<file path="src/rtl/mmu_mem_arb.sv">
// Single-port memory arbiter shared by the page-table walker, the A/D-bit
// updater (read-modify-write of a PTE) and a secondary io client.
`ifndef PA_WIDTH
`define PA_WIDTH 56
`endif

module mmu_mem_arb #(
  parameter int ACC_BIT   = 6,
  parameter int DIRTY_BIT = 7
) (
  input  logic                 clk,
  input  logic                 reset,
  input  logic                 walk_req_valid,
  input  logic [`PA_WIDTH-1:0] walk_req_addr,
  output logic                 walk_rsp_valid,
  output logic [63:0]          walk_rsp_data,
  input  logic                 mark_valid,
  input  logic                 mark_accessed,
  input  logic                 mark_dirty,
  input  logic [63:0]          mark_addr,
  output logic                 mark_rsp_valid,
  input  logic                 io_req_valid,
  output logic                 io_req_ready,
  input  logic                 io_req_store,
  input  logic [`PA_WIDTH-1:0] io_req_addr,
  input  logic [63:0]          io_req_data,
  output logic                 io_rsp_valid,
  output logic [63:0]          io_rsp_data,
  output logic                 mem_req_valid,
  output logic [`PA_WIDTH-1:0] mem_req_addr,
  output logic                 mem_req_store,
  output logic [63:0]          mem_req_data,
  input  logic                 mem_rsp_valid,
  input  logic [63:0]          mem_rsp_data,
  output logic [2:0]           arb_state
);

  localparam int PA = `PA_WIDTH;

  typedef enum logic [2:0] {
    S_IDLE    = 3'd0,
    S_WALK_RD = 3'd1,
    S_IO_ACC  = 3'd2,
    S_MARK_RD = 3'd3,
    S_MARK_WR = 3'd4
  } state_t;

  state_t state_q, state_d;

  // Pending capture for the pulse-only clients (one entry each, newest wins).
  logic          walk_pend_q;
  logic [PA-1:0] walk_pend_addr_q;
  logic          mark_pend_q;
  logic [PA-1:0] mark_pend_addr_q;
  logic          mark_pend_acc_q;
  logic          mark_pend_dirty_q;

  // Round-robin pointer: 1 favours io, 0 favours the walker.
  logic rr_io_q;

  // Context of the transaction currently in flight.
  logic [PA-1:0] cur_addr_q;
  logic          cur_acc_q;
  logic          cur_dirty_q;
  logic          cur_store_q;

  logic          eff_walk;
  logic [PA-1:0] eff_walk_addr;
  logic          eff_mark;
  logic [PA-1:0] eff_mark_addr;
  logic          eff_mark_acc;
  logic          eff_mark_dirty;

  logic          idle;
  logic          grant_mark;
  logic          grant_walk;
  logic          grant_io;
  logic          walk_done;
  logic          io_done;
  logic          mark_rd_done;
  logic          mark_skip;
  logic          mark_wr_issue;
  logic          mark_wr_done;
  logic [63:0]   set_mask;
  logic [63:0]   mark_new;

  logic unused_mark_addr_hi;
  assign unused_mark_addr_hi = ^mark_addr[63:PA];

  // A pulse arriving this cycle is eligible for a grant in the same cycle.
  assign eff_walk       = walk_req_valid | walk_pend_q;
  assign eff_walk_addr  = walk_req_valid ? walk_req_addr : walk_pend_addr_q;
  assign eff_mark       = mark_valid | mark_pend_q;
  assign eff_mark_addr  = mark_valid ? mark_addr[PA-1:0] : mark_pend_addr_q;
  assign eff_mark_acc   = mark_valid ? mark_accessed : mark_pend_acc_q;
  assign eff_mark_dirty = mark_valid ? mark_dirty : mark_pend_dirty_q;

  assign arb_state = state_q;

  // State register
  always_ff @(posedge clk) begin
    if (reset) state_q <= S_IDLE;
    else       state_q <= state_d;
  end

  // Next-state logic
  always_comb begin
    state_d = state_q;
    unique case (state_q)
      S_IDLE: begin
        if (grant_mark)      state_d = S_MARK_RD;
        else if (grant_walk) state_d = S_WALK_RD;
        else if (grant_io)   state_d = S_IO_ACC;
      end
      S_WALK_RD: if (mem_rsp_valid) state_d = S_IDLE;
      S_IO_ACC:  if (mem_rsp_valid) state_d = S_IDLE;
      S_MARK_RD: if (mem_rsp_valid) state_d = mark_skip ? S_IDLE : S_MARK_WR;
      S_MARK_WR: if (mem_rsp_valid) state_d = S_IDLE;
      default:   state_d = S_IDLE;
    endcase
  end

  // Output / decision logic. io handshake: a transfer happens in a cycle where
  // io_req_valid and io_req_ready are both high; ready never waits on anything
  // but the arbiter, and valid must be held with stable payload until then.
  always_comb begin
    idle          = (state_q == S_IDLE) && !reset;
    grant_mark    = idle && eff_mark;
    grant_walk    = idle && !eff_mark && eff_walk && (!io_req_valid || !rr_io_q);
    grant_io      = idle && !eff_mark && io_req_valid && (!eff_walk || rr_io_q);
    io_req_ready  = grant_io;
    walk_done     = (state_q == S_WALK_RD) && mem_rsp_valid;
    io_done       = (state_q == S_IO_ACC)  && mem_rsp_valid;
    mark_rd_done  = (state_q == S_MARK_RD) && mem_rsp_valid;
    mark_wr_done  = (state_q == S_MARK_WR) && mem_rsp_valid;
    // Setting dirty always sets accessed as well.
    set_mask      = ({63'd0, cur_acc_q | cur_dirty_q} << ACC_BIT)
                  | ({63'd0, cur_dirty_q} << DIRTY_BIT);
    mark_new      = mem_rsp_data | set_mask;
    mark_skip     = mark_rd_done && (mark_new == mem_rsp_data);
    mark_wr_issue = mark_rd_done && (mark_new != mem_rsp_data);
  end

  // Pending capture, memory request issue and response pulses.
  always_ff @(posedge clk) begin
    if (reset) begin
      walk_pend_q       <= 1'b0;
      walk_pend_addr_q  <= '0;
      mark_pend_q       <= 1'b0;
      mark_pend_addr_q  <= '0;
      mark_pend_acc_q   <= 1'b0;
      mark_pend_dirty_q <= 1'b0;
      rr_io_q           <= 1'b0;
      cur_addr_q        <= '0;
      cur_acc_q         <= 1'b0;
      cur_dirty_q       <= 1'b0;
      cur_store_q       <= 1'b0;
      mem_req_valid     <= 1'b0;
      mem_req_addr      <= '0;
      mem_req_store     <= 1'b0;
      mem_req_data      <= '0;
      walk_rsp_valid    <= 1'b0;
      walk_rsp_data     <= '0;
      io_rsp_valid      <= 1'b0;
      io_rsp_data       <= '0;
      mark_rsp_valid    <= 1'b0;
    end else begin
      mem_req_valid  <= 1'b0;
      walk_rsp_valid <= 1'b0;
      io_rsp_valid   <= 1'b0;
      mark_rsp_valid <= 1'b0;

      if (grant_walk) begin
        walk_pend_q <= 1'b0;
      end else if (walk_req_valid) begin
        walk_pend_q      <= 1'b1;
        walk_pend_addr_q <= walk_req_addr;
      end

      if (grant_mark) begin
        mark_pend_q <= 1'b0;
      end else if (mark_valid) begin
        mark_pend_q       <= 1'b1;
        mark_pend_addr_q  <= mark_addr[PA-1:0];
        mark_pend_acc_q   <= mark_accessed;
        mark_pend_dirty_q <= mark_dirty;
      end

      if (grant_mark) begin
        mem_req_valid <= 1'b1;
        mem_req_addr  <= eff_mark_addr;
        mem_req_store <= 1'b0;
        mem_req_data  <= '0;
        cur_addr_q    <= eff_mark_addr;
        cur_acc_q     <= eff_mark_acc;
        cur_dirty_q   <= eff_mark_dirty;
      end else if (grant_walk) begin
        mem_req_valid <= 1'b1;
        mem_req_addr  <= eff_walk_addr;
        mem_req_store <= 1'b0;
        mem_req_data  <= '0;
        rr_io_q       <= 1'b1;
      end else if (grant_io) begin
        mem_req_valid <= 1'b1;
        mem_req_addr  <= io_req_addr;
        mem_req_store <= io_req_store;
        mem_req_data  <= io_req_data;
        cur_store_q   <= io_req_store;
        rr_io_q       <= 1'b0;
      end else if (mark_wr_issue) begin
        mem_req_valid <= 1'b1;
        mem_req_addr  <= cur_addr_q;
        mem_req_store <= 1'b1;
        mem_req_data  <= mark_new;
      end

      if (walk_done) begin
        walk_rsp_valid <= 1'b1;
        walk_rsp_data  <= mem_rsp_data;
      end
      if (io_done) begin
        io_rsp_valid <= 1'b1;
        io_rsp_data  <= cur_store_q ? 64'd0 : mem_rsp_data;
      end
      if (mark_skip || mark_wr_done) mark_rsp_valid <= 1'b1;
    end
  end

endmodule

</file>
<file path="config.mk">
export PLATFORM = sky130hd
export DESIGN_NAME = mmu_mem_arb
export DESIGN_NICKNAME = d
export VERILOG_FILES = /design/src/rtl/mmu_mem_arb.sv
export SDC_FILE = /design/constraint.sdc
export NUM_CORES = 1
export LEC_CHECK = 0
export CORE_AREA = 4 4 222 224
export DETAILED_ROUTE_END_ITERATION = 10
export DIE_AREA = 0 0 226 228
export PLACE_DENSITY_LB_ADDON = 0.3
export SETUP_SLACK_MARGIN = 0.1
export SLEW_MARGIN = 0
export SYNTH_ARGS = -nofsm -noshare
export SYNTH_HDL_FRONTEND = slang
export SYNTH_SLANG_ARGS = --single-unit
</file>
<file path="constraint.sdc">
create_clock -name clk -period 2.2 [get_ports clk]
set_input_delay 0.22 -clock clk [delete_from_list [all_inputs] [get_ports clk]]
set_output_delay 0.22 -clock clk [all_outputs]
set_load 0.02 [all_outputs]
</file>
; ---- Yosys cells after proc, flatten, opt, wreduce, memory -nomap -nowiden
; Index checks and enable logic that the tools add are counted.
[totals]
input_bits = 313
output_inout_bits = 257
register_bits = 432
[classes]
mux = 29
n_bitwise = 7
n_reduce_logical = 32
n_eq_ne = 9
[ops]
columns = operator, count
row1 = $mux W56, 6
row2 = $mux W64, 3
row3 = $eq A64 B64 Y1, 1
row4 = $ne A64 B64 Y1, 1
row5 = $or A64 B8 Y64, 1
row6 = $mux W3, 6
row7 = $logic_and A1 B1 Y1, 13
row8 = $mux W1, 13
row9 = $pmux W3 S3, 1
row10 = $or A7 B8 Y8, 1
row11 = $eq A3 B2 Y1 const B, 2
row12 = $reduce_and A3 Y1, 2
row13 = $reduce_or A3 Y1, 2
row14 = $logic_not A1 Y1, 5
row15 = $ne A4 B4 Y1 const B, 1
row16 = $reduce_bool A2 Y1, 2
row17 = $reduce_bool A4 Y1, 1
row18 = $reduce_or A2 Y1, 2
row19 = $eq A3 B1 Y1 const B, 1
row20 = $eq A3 B3 Y1 const B, 1
row21 = $logic_not A3 Y1, 1
row22 = $logic_or A1 B1 Y1, 3
row23 = $or A1 B1 Y1, 3
row24 = $ne A2 B1 Y1 const B, 1
row25 = other kinds (3), 4

; ---- Depth between registers and ports, before layout
; Gate-level depths: netlist of the first run.
[logic_depth]
ltp_word = 9
mapped_depth = 8
depth_no_buf = 5

; ---- Worst setup path before layout of the first run
; Ideal clock, no wire load.
[synth_timing]
path_kind = reg2reg
from = reg state_q[1] (netlist: arb_state[1])
to = reg mem_req_data[21]
t_arrival_ps = 2107
path_stages_with_launch = 9
setup_slack_ps = -44
n_path_buf = 4
cell_sequence = dfxtp_1 -> buf_6 -> or4_1 -> buf_2 -> or4_4 -> nand2_1 -> buf_6 -> buf_6 -> a211oi_1
[synth_between]
elab_chain_cells = 6
elab_cells_between_ends = 14
cone_classes = eq/ne: 1 / mux: 1 / reduce/logical: 12
[synth_lines]
columns = element, line_no
row1 = from (decl), 48  ; state_t state_q, state_d;
row2 = from (signal assigned), 103  ; else state_q <= state_d;
row3 = $logic_not A3 Y1, 127  ; idle = (state_q == S_IDLE) && !reset;
row4 = $logic_and A1 B1 Y1, 127
row5 = $logic_and A1 B1 Y1, "129, 130"
row6 = $logic_and A1 B1 Y1 (on tied branches) (2 in series), "129, 130"
row7 = "$reduce_or A3 Y1 (no source line), or another cell as far along", -
row8 = to (signal assigned), 207  ; mem_req_data <= io_req_data;
row9 = to (signal assigned), 214  ; mem_req_data <= mark_new;
row10 = to (decl), 32  ; output logic [63:0] mem_req_data,
; Parallel ways exist; a longest one is shown, timed or not.
; A chain may end at the register's enable or synchronous reset.

; ---- Final worst setup path of the first run
[layout_timing]
from = reg state_q[1] (netlist: arb_state[1])
to = out io_req_ready
[layout_between]
elab_chain_cells = 5
[layout_lines]
columns = element, line_no
row1 = $logic_not A3 Y1, 127
row2 = $logic_and A1 B1 Y1, 127
row3 = $logic_and A1 B1 Y1 (3 in series), 130  ; grant_io = idle && !eff_mark && io_req_valid && (!eff_walk || rr_io_q);
row4 = to (decl), 23  ; output logic io_req_ready,
; Every way passes these cells.

==> results by stage, run 1 <==
Outcome:
- The run finished with clean final reports.

Setup path:
- The class of the most critical setup path is flip-flop to output port.
- For the worst setup path, the data required time is 1.98 ns.
- The most common cell type on the critical path is sky130_fd_sc_hd__buf_4.
- Measured in cells, the most critical reg-to-reg path has a length of 6.
- The critical path's largest stage delay is 0.39 ns.
- Traced cell by cell, the critical path runs through nor4_4, nand4_1, buf_4, inv_1, buf_4.
- The kind of end point of the critical path is an output port.
- The arrival time at the worst endpoint is 1.89 ns.
- The worst setup path is launched from a flip-flop.
- Of all nets on the critical path, the largest fanout is 10.
- The cell at the slowest stage of the critical path is sky130_fd_sc_hd__dfxtp_4.

Drt:
- For this run, design rule violations remaining after detail routing come to 0.
- The total detailed-routing wirelength is 71100 um.
- The DRC marker count from the first detailed-route iteration is 1436.
- Dividing the detail-routed via count by the number of cells gives 5.61.
- The average wire per standard cell is 22.4 um.
- The count of nets left with antenna violations once routing finished came out at 0.
- Detailed routing inserted a total of 17828 vias.
- The number of detailed-routing iterations run before antenna repair is 6.

Yosys:
- The post-synthesis adder-cell area fraction is 0%.
- After technology mapping, the gate count stands at 2045.
- The share of the synthesized area in the top cell type is 48.8%.
- When the netlist entered floorplanning its net count stood at 2358.
- The post-synthesis share of cell area spent on xor and xnor gates is 0%.
- The most used flip-flop cell after synthesis is sky130_fd_sc_hd__dfxtp_1.
- Yosys printed 0 warnings.
- The main combinational cell family by area after synthesis is compound AO/OA/AOI/OAI gates.
- In this run the mean area of a mapped cell was 8.66 um2.
- Summing the areas of all compound-gate instances in the mapped netlist gives 22.3% of the synthesized area.
- The number of flops mapped to enable cells by yosys is 0.
- The most area-hungry cell type in the Yosys netlist is sky130_fd_sc_hd__dfxtp_1.
- The count of different cell masters after synthesis is 43.
- The synthesized design contains 432 register bits.
- The share of synthesized area occupied by flip-flops and latches is 48.8%.
- Sorting the synthesized cells by area gives the leading types as sky130_fd_sc_hd__dfxtp_1 (49%), sky130_fd_sc_hd__nand2_1 (11%), sky130_fd_sc_hd__a21oi_1 (5.4%).
- The share of synthesized area spent on multiplexers is 6.78%.
- The post-synthesis async set-or-reset flop share is 0%.
- The synthesized-area fraction occupied by and/or/nand/nor cells is 17.3%.
- The synthesized netlist occupies a cell area of 17700 um2.

STA:
- The post-route clock period utilization is 95.7%.
- The setup TNS is 0 ns.
- Setup repair after global routing could not meet its margin everywhere.
- The number of setup violations in the final report is 0.
- For the pin with the worst max-slew slack, the measured transition is 1.11 ns.
- The worst pin sits at a relative slew slack of 25.8%.
- The max-slew violation total from the final report is 0.
- The final hold violation count is 0.
- The achievable clock frequency is 0.475 GHz.
- The worst setup skew after layout is 0.0158 ns.
- The smallest clock period supported by the final layout is computed as 2.11 ns.

Clock tree:
- The longest clock path from root to sink contains 3 buffers.
- The root buffer cell chosen for the clock tree is sky130_fd_sc_hd__clkbuf_16.
- The depth of the CTS H-tree is 2.
- Counting the buffers created by CTS gives 48.
- TritonCTS built the clock tree.
- After clock tree synthesis, the clock-pin slew on the worst setup and hold paths is 0.06 ns.
- The TritonCTS sink count is 432.
- The clock latency of the later-clocked register in the worst-skew pair is 0.57 ns.

Final layout:
- The library cells used most frequently in the layout, excluding fill and tap cells, are sky130_fd_sc_hd__clkdlybuf4s50_1 (555), sky130_fd_sc_hd__nand2_1 (525), sky130_fd_sc_hd__dfxtp_1 (430).
- The finished layout holds 3177 standard cells, fillers aside.
- From synthesis to final layout, the design area changed by 46.4%.
- The share of layout cells above drive strength 1 is 9.04%.
- The commonest non-fill, non-tap cell in the layout is sky130_fd_sc_hd__clkdlybuf4s50_1.
- The final layout contains 2837 nets.

Pwr:
- The worst-case IR drop observed on VDD is 0.474 mV.
- The leakage component of the power is 9.80 nW.
- Dividing total power by cell area gives a power density of 790 nW/um2.

Placed design:
- The number of buffers inserted by port buffering is 561.
- The final weighted congestion in routability-driven placement is 0.915.
- The total instance count after detailed placement is 3083.
- The detailed placement HPWL is 48600 um.

Global route:
- The total overflow left after global routing is 0.
- Global routing consumed, over all layers together, 25.5% of the routing resources.
- The number of antenna violations at the first check in global routing came to 14.
- The first-pass GRT wire length is 104000 um.
- The largest net degree at the start of global routing is 122.
- The via count of the first global-routing pass was 17078.

Floorplan:
- The die covers 51500 um2.
- The initial utilization of the core area, before any placement, comes to 37.4%.
- The width of the die is 226 um.
- The floorplan step defined a core boundary enclosing 47300 um2.
- The number of top-level pins is 570.
- The vertical die dimension is 228 um.
- The number of standard-cell rows in the floorplan is 80.

Worst hold path:
- The worst hold path belongs to the class primary input to flip-flop.
- Counting instances, the worst hold path has a depth of 4.

Job:
- The reported max-cap violation count is 0.
cell usage after synthesis (all sizes together), types with 2 or more instances:
library cell	instances
nand2	526
nor2b	57
mux2	56
buf	41
a22oi	7
a211oi	56
a311oi	56
nand3	10
o32ai	56
nor2	63
nor4	2
nor3b	2
clkbuf	158
a31oi	2
a21oi	191
nand3b	4
o21ba	2
a32o	55
a22o	67
inv	4
mux2i	57
nor3	65
o21ai	61
or4	2
dfxtp	432
critical path: cells and delay by family, from the launching register on:
kind	cells	cell delay (ns)
simple gates	2	0.44
flops	1	0.39
buf+inv	3	0.49
layer usage:
| metal | vias to the layer above | GRT usage (%) | wire length (um) |
|---|---|---|---|
| met1 | 8547 | 31.4 | 27900 |
| met5 | - | 0 | 92 |
| met3 | 165 | 6.94 | 6530 |
| met4 | 14 | 9.84 | 2740 |
| li1 | 8259 | - | - |
| met2 | 843 | 42.6 | 33800 |
cell type report:
type                    instances  area [um2]
clock buffers                  69        1410
well taps                     615         769
flip-flops and latches        432        8650
inverters                       4        15.0
diodes                          6        15.0
clock inverters                13         126
multi-input cells            1410        8390
repair buffers                628        6540
fillers                      4243       21400
final timing paths:
check	from	end	slack, ns
setup / recovery	arb_state[1]$_SDFFE_PP0P_	io_req_ready	0.09
hold / removal	reset	cur_dirty_q$_SDFFE_PP0P_	0.17
setup reg to reg	arb_state[2]$_SDFFE_PP0P_	mem_req_addr[48]$_SDFFE_PP0P_	0.12
hold reg to reg	cur_addr_q[54]$_SDFFE_PP0P_	cur_addr_q[54]$_SDFFE_PP0P_	0.44
sequential cells by signal, indices dropped and copies added (netlist names), 3 cells and up:
signal,count
io_rsp_data,64
mem_req_data,64
walk_rsp_data,64
cur_addr_q,56
mark_pend_addr_q,56
mem_req_addr,56
walk_pend_addr_q,56
arb_state,3
timing repair:
item,CTS,global route
setup endpoints to repair,3,110
setup buffers,0,1
pin swaps,0,3
gates cloned,0,4
endpoints found under the hold margin,1,0
gates resized for setup,7,14
hold buffers,1,0
stage by stage:
stage                     hold slack (ns)  total power [mW]  cell area [um2]  setup slack (ns)  utilization [%]
after detailed placement            0.430              12.6            24200           -0.0632             51.0
after floorplan                     0.345              10.7            17700             0.135                -
after global placement              0.427              12.5            24200           -0.0158             51.0
final                               0.174              20.5            25900            0.0941             54.8
after CTS                           0.108              20.5            25700            0.0815             54.3
after global routing                0.194              21.3            25900           0.00462             54.8
kinds of logic (layout without fill, tap and decap cells):
family,count (synthesis),count (layout)
muxes,113,113
and+or+nand+nor,737,737
DFF,432,432
AOI/OAI and AO/OA,560,560
buffers and inverters,203,714
other,0,6
report_power, final:
group | total, mW | internal, mW | switching [mW]
Sequential | 8.66 | 8.36 | 0.304
Combinational | 3.92 | 1.83 | 2.09
Clock | 7.90 | 4.67 | 3.24
Total | 20.5 | 14.9 | 5.63
No activity file was read; power rests on OpenSTA's default activity.
==> run 2, diff against run 1 <==
Settings changed: CORE_AREA 4 4 222 224 to 4 4 217 219, DIE_AREA 0 0 226 228 to 0 0 221 223.
==> run 2 against run 1 <==
Non-clock buffer count grew 8. Final cell count unchanged. Design area increased by 0.81%. Hold slack lost 0.12 ns. Largest cell class unchanged. Power is 4.2% higher. Combinational power barely moved. Critical path depth increased by 4. Global-route usage increased by 1.4 points. Core utilization grew 3.2 points. Via count increased by 0.47%. Maximum frequency rose by 2.6%. Sequential share of layout area shrank 0.26 points.
==> results by stage, run 2 (synthesized netlist as in run 1, its figures left out) <==
Outcome:
- The run finished with clean final reports.

STA:
- Setup repair after global routing could not meet its margin everywhere.
- The final hold violation count came to 0 (unchanged).
- The minimum clock period after layout is 2.05 ns (-0.0540 ns).
- The max-slew violation total from the final report is 0 (unchanged).
- The slew at the pin closest to its max-slew limit is 0.841 ns (-0.271 ns).
- The max-slew headroom at the worst pin is 43.9% (+18 points).
- The worst hold slack after final layout is 0.0569 ns (-0.117 ns).
- The worst setup skew after layout is 0.0194 ns (+0.00365 ns).
- The achievable clock frequency is 0.487 GHz (+2.6%).
- The number of setup violations in the final report is 0 (unchanged).
- The post-route clock period utilization is 93.3% (-2.5 points).

Pwr:
- The power density relative to cell area is 817 nW/um2 (+3.4%).
- The worst IR drop on VDD came to 0.549 mV (+16%).
- The leakage component of the power came to 9.92 nW (+1.2%).
- The overall power consumption is 21.4 mW (+4.2%).

Final layout:
- The largest registers in the layout are io_rsp_data x64, mem_req_data x64, walk_rsp_data x64.
- In the layout the commonest cells are sky130_fd_sc_hd__clkdlybuf4s50_1 (555), sky130_fd_sc_hd__nand2_1 (525), sky130_fd_sc_hd__dfxtp_1 (429).
- The final layout net count was 2844 (+0.25%).
- The share of layout cells above drive strength 1 is 9.42% (+0.39 points).
- The fraction of the core area covered by cells at the end of the flow was 58.0% (+3.2 points).
- The final non-filler cell area is 26100 um2 (+0.81%).
- From synthesis to final layout, the design area changed by 47.6%.
- The commonest non-fill, non-tap cell in the layout is sky130_fd_sc_hd__clkdlybuf4s50_1.
- The number of fill cells in the layout is 3934 (-7.3%).

Worst hold path:
- The cell count of the worst hold path is 3 (-1).
- The worst hold path terminates at walk_pend_q$_SDFFE_PP0P_.
- The class of the tightest hold or removal check is primary input to flip-flop.
- The worst hold path begins at walk_req_valid.

Global route:
- The number of antenna violations at the first check in global routing is 14 (unchanged).
- The first-pass GRT wire length was 106000 um (+1.9%).
- The via count of the first global-routing pass is 17421 (+2.0%).
- The overall global routing resource usage came to 26.9% (+1.4 points).
- The overflow left after global routing was 0 (unchanged).
- The largest net degree at the start of global routing was 126 (+3.3%).

Placed design:
- The final weighted congestion in routability-driven placement is 0.921 (+0.59%).
- The detailed placement HPWL is 49200 um (+1.3%).
- The number of buffers inserted by port buffering came to 561 (unchanged).
- The total placed instance area is 24100 um2 (-0.15%).

Drt:
- The number of remaining DRC errors is 0 (unchanged).
- The total detailed-routing wirelength is 71800 um (+0.97%).
- The via count of the routed design is 17911 (+0.47%).
- The number of nets with antenna violations after routing is 0 (unchanged).
- The number of detailed-routing iterations run before antenna repair is 7 (+1).
- The average wire per standard cell was 22.6 um (+0.97%).
- The DRC marker count from the first detailed-route iteration was 1502 (+4.6%).
- The via density per instance is 5.64 (+0.47%).

Setup path:
- The setup slack of the worst register-to-register path is 0.17 ns (+0.05 ns).
- The worst setup path is captured at a flip-flop.
- The arrival time at the worst endpoint came to 2.53 ns (+0.64 ns).
- The endpoint identified for the worst register-to-register timing path is mem_req_addr[46]$_SDFFE_PP0P_.
- The length in cells of the worst reg-to-reg path is 7 (+1).
- The startpoint identified for the worst register-to-register timing path is arb_state[2]$_SDFFE_PP0P_.
- The startpoint type of the worst setup path is a primary input.
- The worst setup path is of the primary input to flip-flop kind.
- The worst-path maximum fanout is 18 (+8).
- The worst path required time is 2.68 ns (+0.70 ns).

Floorplan:
- The number of top-level pins is 570 (unchanged).
- The width of the die was 221 um (-2.2%).
- The initial cell density of the core is 39.3% (+1.9 points).
- The area of the die is 49300 um2 (-4.4%).
- The number of standard-cell rows in the floorplan is 78 (-2.5%).
- The vertical die dimension is 223 um (-2.2%).
- The area of the core region came to 45100 um2 (-4.8%).

Clock tree:
- The number of clock buffers inserted by TritonCTS is 47 (-2.1%).
- The clock latency of the later-clocked register in the worst-skew pair is 0.58 ns (about the same).
- The clock-pin slew on the worst setup and hold paths was 0.06 ns (about the same).
- The largest buffer count on any clock path is 3 (unchanged).
- The TritonCTS sink count is 432 (unchanged).
- TritonCTS built the clock tree.
- The depth of the CTS H-tree is 2 (unchanged).
- The tree is rooted in a sky130_fd_sc_hd__clkbuf_16.

Job:
- The reported max-cap violation count came to 0 (unchanged).
-- run 2: repair_timing --
action / CTS / global route
endpoints found under the hold margin: 1 / 0
cloned: 0 / 5
pin swaps: 1 / 4
setup buffers: 0 / 7
hold buffers: 1 / 0
setup endpoints to repair: 35 / 117
gates resized for setup: 9 / 13
-- run 2: worst max-delay path, stage by stage --
cell                            delay, ns
sky130_fd_sc_hd__dlygate4sd3_1       0.58
sky130_fd_sc_hd__buf_6               0.15
sky130_fd_sc_hd__or4_4               0.51
sky130_fd_sc_hd__buf_4               0.20
sky130_fd_sc_hd__nor2_4              0.09
sky130_fd_sc_hd__buf_4               0.19
sky130_fd_sc_hd__clkbuf_16           0.22
sky130_fd_sc_hd__nand2_1             0.10
sky130_fd_sc_hd__a311oi_1            0.26
-- run 2: report_power, final --
part	leakage (nW)	switching, mW	total [mW]	internal (mW)
logic	5.55	2.11	3.93	1.82
clock network	0.839	3.35	8.76	5.40
registers	3.52	0.308	8.67	8.36
-- run 2: metrics by stage --
step | cells | setup TNS [ns] | worst slack, ns
2_1_floorplan | 2045 | 0 | 0.135
3_3_place_gp | 3069 | -0.00597 | -0.00451
3_5_place_dp | 3069 | -0.0814 | -0.0339
4_1_cts | 3156 | 0 | 0.102
5_1_grt | 3175 | 0 | 0.0991
6_report | 3177 | 0 | 0.148
-- run 2: how the worst max path moves through the flow --
stage	start	to	slack, ns	depth (start not counted)
after floorplan	arb_state[2]$_SDFFE_PP0P_	mem_req_data[21]$_SDFFE_PP0P_	0.14	7
after global placement	mem_rsp_data[6]	mem_req_data[25]$_SDFFE_PP0P_	-0.005	7
after detailed placement	mem_rsp_data[6]	mem_req_data[12]$_SDFFE_PP0P_	-0.03	7
after CTS	arb_state[2]$_SDFFE_PP0P_	arb_state[2]	0.10	2
after global routing	arb_state[2]$_SDFFE_PP0P_	mem_req_addr[7]$_SDFFE_PP0P_	0.1	6
final	reset	mem_req_addr[46]$_SDFFE_PP0P_	0.15	9
-- run 2: cell type report --
class / instances / area (um2) / area share [%]
inverter: 4 / 15.0 / 0.0575
clock buffer: 63 / 1360 / 5.19
clock inverter: 23 / 368 / 1.41
antenna: 9 / 22.5 / 0.0862
sequential: 432 / 8650 / 33.1
multi-input combinational: 1410 / 8350 / 31.9
tap: 600 / 751 / 2.87
timing repair buffer: 636 / 6620 / 25.3
-- run 2: per-layer routing --
metal | GRT usage (%) | wire length, um | up-vias
met4 | 10.5 | 3110 | 12
met1 | 34.0 | 28900 | 8639
met5 | 0 | 93 | -
li1 | - | - | 8255
met3 | 6.78 | 6040 | 164
met2 | 44.4 | 33600 | 841
